--- src/rtl/lamb_frame_receiver.sv ---
// rtl/lamb_frame_receiver.sv - 8N1 UART byte receiver feeding a 16-byte lamp frame parser
// (0xBB header, counter, 13 lamp bytes, 0xBB trailer) with inter-byte timeout.
module lamb_frame_receiver #(
  parameter int CLKS_PER_BIT = 434,
  parameter int TIMEOUT_BITS = 20
) (
  input  logic         sysClk,
  input  logic         sysRst,
  input  logic         Rx,
  output logic [7:0]   counter,
  output logic [103:0] lamb,
  output logic         frameValid,
  output logic         frameErr,
  output logic [7:0]   byteData,
  output logic         byteValid,
  output logic [1:0]   debugRxFsm
);

  localparam int TO_LIMIT = TIMEOUT_BITS * CLKS_PER_BIT;
  localparam int T_W      = $clog2(CLKS_PER_BIT + 1);
  localparam int TO_W     = $clog2(TO_LIMIT + 1);
  localparam logic [T_W-1:0]  HALF_BIT  = T_W'(CLKS_PER_BIT / 2);
  localparam logic [T_W-1:0]  LAST_TICK = T_W'(CLKS_PER_BIT - 1);
  localparam logic [TO_W-1:0] TO_LAST   = TO_W'(TO_LIMIT - 1);
  localparam logic [7:0]      SYNC_BYTE = 8'hBB;

  typedef enum logic [1:0] {B_IDLE = 2'd0, B_START = 2'd1, B_DATA = 2'd2, B_STOP = 2'd3} bit_state_t;
  typedef enum logic [1:0] {F_HUNT = 2'd0, F_CNT = 2'd1, F_LAMB = 2'd2, F_TAIL = 2'd3} frm_state_t;

  logic             r_rx_meta, r_rx_sync;
  bit_state_t       r_bit_state, w_bit_next;
  logic [T_W-1:0]   r_bit_timer;
  logic [2:0]       r_bit_idx;
  logic [7:0]       r_shift;
  logic [7:0]       r_byte_data;
  logic             r_byte_valid, r_stop_err;
  logic             w_timer_clr, w_sample, w_byte_done, w_stop_bad;

  frm_state_t       r_frm_state, w_frm_next;
  logic [7:0]       r_shadow_cnt, r_counter;
  logic [103:0]     r_shadow_lamb, r_lamb;
  logic [3:0]       r_lamb_idx;
  logic [TO_W-1:0]  r_to_cnt;
  logic             r_frame_valid, r_frame_err;
  logic             w_cnt_we, w_lamb_we, w_load, w_abort, w_timeout;

  assign counter    = r_counter;
  assign lamb       = r_lamb;
  assign frameValid = r_frame_valid;
  assign frameErr   = r_frame_err;
  assign byteData   = r_byte_data;
  assign byteValid  = r_byte_valid;
  assign debugRxFsm = r_bit_state;

  always_comb begin
    w_bit_next  = r_bit_state;
    w_timer_clr = 1'b0;
    w_sample    = 1'b0;
    w_byte_done = 1'b0;
    w_stop_bad  = 1'b0;
    case (r_bit_state)
      B_IDLE: if (!r_rx_sync) begin
        w_bit_next  = B_START;
        w_timer_clr = 1'b1;
      end
      B_START: if (r_bit_timer == HALF_BIT) begin
        w_timer_clr = 1'b1;
        w_bit_next  = r_rx_sync ? B_IDLE : B_DATA;
      end
      B_DATA: if (r_bit_timer == LAST_TICK) begin
        w_timer_clr = 1'b1;
        w_sample    = 1'b1;
        if (r_bit_idx == 3'd7) w_bit_next = B_STOP;
      end
      B_STOP: if (r_bit_timer == LAST_TICK) begin
        w_timer_clr = 1'b1;
        w_bit_next  = B_IDLE;
        w_byte_done = r_rx_sync;
        w_stop_bad  = !r_rx_sync;
      end
      default: w_bit_next = B_IDLE;
    endcase
  end

  always_ff @(posedge sysClk) begin
    if (!sysRst) begin
      r_rx_meta    <= 1'b1;
      r_rx_sync    <= 1'b1;
      r_bit_state  <= B_IDLE;
      r_bit_timer  <= '0;
      r_bit_idx    <= '0;
      r_shift      <= '0;
      r_byte_data  <= '0;
      r_byte_valid <= 1'b0;
      r_stop_err   <= 1'b0;
    end else begin
      r_rx_meta    <= Rx;
      r_rx_sync    <= r_rx_meta;
      r_bit_state  <= w_bit_next;
      r_bit_timer  <= (w_timer_clr || r_bit_state == B_IDLE) ? '0 : r_bit_timer + 1'b1;
      if (r_bit_state == B_START) r_bit_idx <= '0;
      else if (w_sample)          r_bit_idx <= r_bit_idx + 1'b1;
      // LSB arrives first, so shifting in from the top leaves it in bit 0
      if (w_sample) r_shift <= {r_rx_sync, r_shift[7:1]};
      if (w_byte_done) r_byte_data <= r_shift;
      r_byte_valid <= w_byte_done;
      r_stop_err   <= w_stop_bad;
    end
  end

  always_comb begin
    w_frm_next = r_frm_state;
    w_cnt_we   = 1'b0;
    w_lamb_we  = 1'b0;
    w_load     = 1'b0;
    w_abort    = 1'b0;
    w_timeout  = (r_frm_state != F_HUNT) && (r_bit_state == B_IDLE) &&
                 !r_byte_valid && (r_to_cnt == TO_LAST);
    case (r_frm_state)
      F_HUNT: if (r_byte_valid && r_byte_data == SYNC_BYTE) w_frm_next = F_CNT;
      F_CNT: if (r_byte_valid) begin
        w_cnt_we   = 1'b1;
        w_frm_next = F_LAMB;
      end
      F_LAMB: if (r_byte_valid) begin
        w_lamb_we = 1'b1;
        if (r_lamb_idx == 4'd12) w_frm_next = F_TAIL;
      end
      F_TAIL: if (r_byte_valid) begin
        w_frm_next = F_HUNT;
        w_load     = (r_byte_data == SYNC_BYTE);
        w_abort    = (r_byte_data != SYNC_BYTE);
      end
      default: w_frm_next = F_HUNT;
    endcase
    if (r_frm_state != F_HUNT && (r_stop_err || w_timeout)) begin
      w_abort    = 1'b1;
      w_frm_next = F_HUNT;
    end
  end

  always_ff @(posedge sysClk) begin
    if (!sysRst) begin
      r_frm_state   <= F_HUNT;
      r_shadow_cnt  <= '0;
      r_shadow_lamb <= '0;
      r_lamb_idx    <= '0;
      r_counter     <= '0;
      r_lamb        <= '0;
      r_to_cnt      <= '0;
      r_frame_valid <= 1'b0;
      r_frame_err   <= 1'b0;
    end else begin
      r_frm_state <= w_frm_next;
      if (w_cnt_we) r_shadow_cnt <= r_byte_data;
      // 13 shifts place the first lamp byte in the top slice
      if (w_lamb_we) r_shadow_lamb <= {r_shadow_lamb[95:0], r_byte_data};
      if (w_cnt_we)       r_lamb_idx <= '0;
      else if (w_lamb_we) r_lamb_idx <= r_lamb_idx + 1'b1;
      if (w_load) begin
        r_counter <= r_shadow_cnt;
        r_lamb    <= r_shadow_lamb;
      end
      // The byteValid cycle itself counts as the first idle cycle
      if (r_byte_valid)                r_to_cnt <= TO_W'(1);
      else if (r_frm_state == F_HUNT)  r_to_cnt <= '0;
      else if (r_bit_state == B_IDLE)  r_to_cnt <= r_to_cnt + 1'b1;
      r_frame_valid <= w_load;
      r_frame_err   <= w_abort;
    end
  end

endmodule

--- config.mk ---
export PLATFORM = sky130hd
export DESIGN_NAME = lamb_frame_receiver
export DESIGN_NICKNAME = d
export VERILOG_FILES = /design/src/rtl/lamb_frame_receiver.sv
export SDC_FILE = /design/constraint.sdc
export NUM_CORES = 1
export LEC_CHECK = 0
export CAP_MARGIN = 20
export CORE_MARGIN = 5
export CORE_UTILIZATION = 50
export CTS_BUF_LIST = sky130_fd_sc_hd__clkbuf_4 sky130_fd_sc_hd__clkbuf_8
export DETAILED_ROUTE_END_ITERATION = 8
export PLACE_DENSITY = 0.73
export SYNTH_ARGS = -nofsm -noshare
export SYNTH_HDL_FRONTEND = slang
export SYNTH_SLANG_ARGS = --single-unit
--- constraint.sdc ---
create_clock -name sysClk -period 2.55 [get_ports sysClk]
set_clock_uncertainty 0.1 [all_clocks]
set_input_delay 0.6375 -clock sysClk [delete_from_list [all_inputs] [get_ports sysClk]]
set_output_delay 0.6375 -clock sysClk [all_outputs]
set_load 0.03 [all_outputs]
==> results list <==
- The flow ran to the end, and the final reports show no timing, DRC or antenna violations.
- Clock Root Buffer: clkbuf_8
- Worst slack, placed: 0.3955 ns
* Clock latency on the worst-skew pair: around 0.56 ns
* Max layer used: met4
- The mapped netlist covers just over 10000 sq um.
- Class of the most critical hold timing path: reg -> reg
* Sequential fraction of the synthesis area: a little under three fifths
- After detailed placement, the design holds a cell count of about 1600.
- Overall die area: between 20000 and 25000 sq um
- Post-CTS Setup Bufs: 0
* Nets: 1357
- Counting both buffers and inverters, the worst setup path holds a total of 1.
- Setup repair after global routing left no endpoint under its margin.
- For this configuration, the core starts out at a cell density of between 50% and 60%.
- The initial antenna violation count was 0.
- Port Buffers: 127
* Maximum level of the CTS H-tree: 2
- Maximum achievable frequency: roughly 400 MHz
- Cells resized by post-CTS repair: 2
- Num rows: 52
* Met3 Routed Length: 1.269 mm
- Number of clock buffers inserted by TritonCTS: 45
- Headroom to the max-slew limit came out at roughly 60%.
- DRC violations left: 0
- In the layout the commonest cells are nand2_1, dfxtp_1, a21oi_1.
- Cells with a size suffix above 1 make up roughly 7% of the layout.
* IO Pins: roughly 130
- Final count of hold timing violations: 0
* Vertical extent of the die: roughly 150 um
- The final count of pins violating max slew came to 0.
* Capturing element type of the critical path: output port
* Clk buf depth: 3
- The largest individual stage delay along the critical path comes from the cell clkdlybuf4s50_1.
- Warnings from Yosys: 0
- Post-route antenna net violation count: 0
- Total clock sinks: 280
* Final Non-Filler Cells: between 1500 and 2000
* Clock edge transition at the registers on the reported setup and hold paths: 0.06 ns
* Met1 WL: between 10 and 15 mm
* CP startpoint kind: flip-flop
- For this run the aggregate overflow at the end of global routing stands at 0.
* Die Width: roughly 150 um
* Arrival time at the worst endpoint: 1.73 ns
- Via count of the first global-routing pass: just under 8000
* Count of unique library cells instantiated by Yosys: 38
- Maximum number of pins on one net before global-route repair: 141
- In this run the power density over the cells is 670.9 nW/um^2.
* Via count of the routed design: between 8000 and 9000
- Final setup margin: roughly 0.085 ns
- Final core utilization: 62.13%
- Antenna diode count: 0
* Synth-to-Final Area Change: 22.94%
- Combined global-route utilization of all metal layers: 18.89%
- At the pin with the least slew margin, the transition time is roughly 0.62 ns.
- Time the worst path needs with I/O delays and setup: roughly 2.5 ns
* Crit Path Class: reg -> out
* Met2 routed wirelength: 10.77 mm
- TritonCTS built the clock tree.
- Largest driver fanout on the critical path: 5
* Number of synthesized register bits: 280
- Instance count of the mapped netlist: ~1200
- In the final routed layout, each cell accounts on average for 13.80 um.
- After synthesis, the mean cell area works out to roughly 8.2 sq um.
* Portion of the clock cycle consumed by the worst path in the final layout: 96.65%
- Global placement routability congestion: 0.7749
- For the final routed database, the setup TNS stands at 0 ns.
- Leakage: roughly 4.3 nW
- After the first detailed-routing iteration, the DRC count stood at roughly 500.
- Worst ir drop on vdd: 0.7103 mV
- Number of iterations in the first detailed-routing pass: 6
- On the critical path the largest part of the delay comes from buffers and inverters.
- Hold timing on the final database bottoms out at a slack of a little over 0.3 ns.
- Max cap viols: 0
* Delay contributed by the slowest stage of the critical path: just over 0.7 ns
- Synthesized Nets: between 1000 and 1500
* Number of endpoints failing setup at the final stage: 0
- The region available for standard cell placement spans 20100 sq um.
* Crit path cell chain: clkdlybuf4s50_1
- Leading cell type in the layout, fill and taps excluded: nand2_1
- The number of hold buffers added after CTS was 0.
* Total detailed-routing wirelength: about 23 mm
- Wire length of the first global-routing pass: 37.96 mm
- Total half-perimeter wirelength after legalization and detailed placement: between 10 and 15 mm
- Post-detailed-route via-to-cell ratio: approximately 5
- STA puts the critical path data required time at roughly 1.8 ns.
[kinds of logic after synthesis]
family	Yosys count	share of synthesized area (%)
adder cells (fa/ha/maj)	12	1.478
multiplexers	20	1.970
XOR/XNOR	21	1.810
buffers and inverters	96	4.384
AND/OR/NAND/NOR	569	22.83
flip-flops	280	55.17
AO/OA/AOI/OAI	245	12.35
[cell type report]
cell class / count / area (sq um)
well taps: 270 / 337.8
multi-input cells: 867 / 4130
repair buffers: 139 / 1446
inverters: 9 / 38.79
fillers: 1738 / 7614
clock inverters: 3 / 26.28
flip-flops and latches: 280 / 5605
clock buffers: 74 / 905.9
[per-layer routing]
layer | GRT usage, % | vias up
met3 | 3.806 | 34
met1 | 25.43 | 3883
met4 | 5.176 | 0
met5 | 0 | -
li1 | - | 4247
met2 | 31.20 | 187
[stage by stage]
step,total power [mW],area [sq um]
after global placement,4.571,11560
after global routing,8.680,12490
final,8.380,12490
after CTS,8.470,12490
after floorplan,4.544,10160
after detailed placement,4.571,11560
[registers in the layout, indices dropped and copies added (netlist names), 2 cells and up, named ones only]
signal	flops
byteData	8
counter	8
lamb	104
r_bit_idx	3
r_bit_timer	9
r_frm_state	2
r_lamb_idx	4
r_shadow_cnt	8
r_shadow_lamb	104
r_shift	8
r_to_cnt	14
[synthesized netlist by cell type]
cell type,n,share of area [%]
nor4_1,1,0.062
a21oi_1,232,11
or3_1,4,0.25
nor3_1,6,0.30
and3_1,3,0.18
o31ai_1,1,0.074
mux2i_1,20,2.0
nor4bb_1,2,0.20
and4bb_1,2,0.25
buf_2,20,0.99
nor4b_1,2,0.17
o21bai_1,1,0.074
or2_0,1,0.062
nor2_1,49,1.8
dfxtp_1,280,55
nand4b_1,3,0.26
o21ba_2,1,0.099
and4_1,1,0.086
o21a_1,1,0.074
ha_1,12,1.5
buf_6,8,0.89
clkbuf_1,54,2.0
nor3_2,1,0.099
buf_1,5,0.18
a311oi_1,1,0.086
o21ai_0,6,0.30
xnor2_1,8,0.69
nand3_1,14,0.69
a21o_1,1,0.074
o221ai_2,1,0.15
nand4b_4,1,0.23
nand2_1,460,17
nand4_1,8,0.49
and2_1,6,0.37
or4_1,2,0.15
nand2b_1,3,0.18
xor2_1,13,1.1
inv_1,9,0.33
[report_power, final]
part           leakage (nW)  total (mW)  switching [mW]  internal, mW
sequential             2.25        4.38         0.00419          4.38
clock                 0.492        3.90            1.67          2.23
combinational          1.53      0.0924          0.0735        0.0189
total                  4.27        8.38            1.75          6.63
[final timing paths]
kind | startpoint | to | slack, ns | cells after the start
setup / recovery | byteData[1] | byteData[1] | 0.09 | 1
hold / removal | r_rx_meta | r_rx_sync | 0.31 | 1
setup reg to reg | byteData[1] | lamb[89] | 0.37 | 5
hold reg to reg | r_rx_meta | r_rx_sync | 0.31 | 1
No activity file was read; power rests on OpenSTA's default activity.
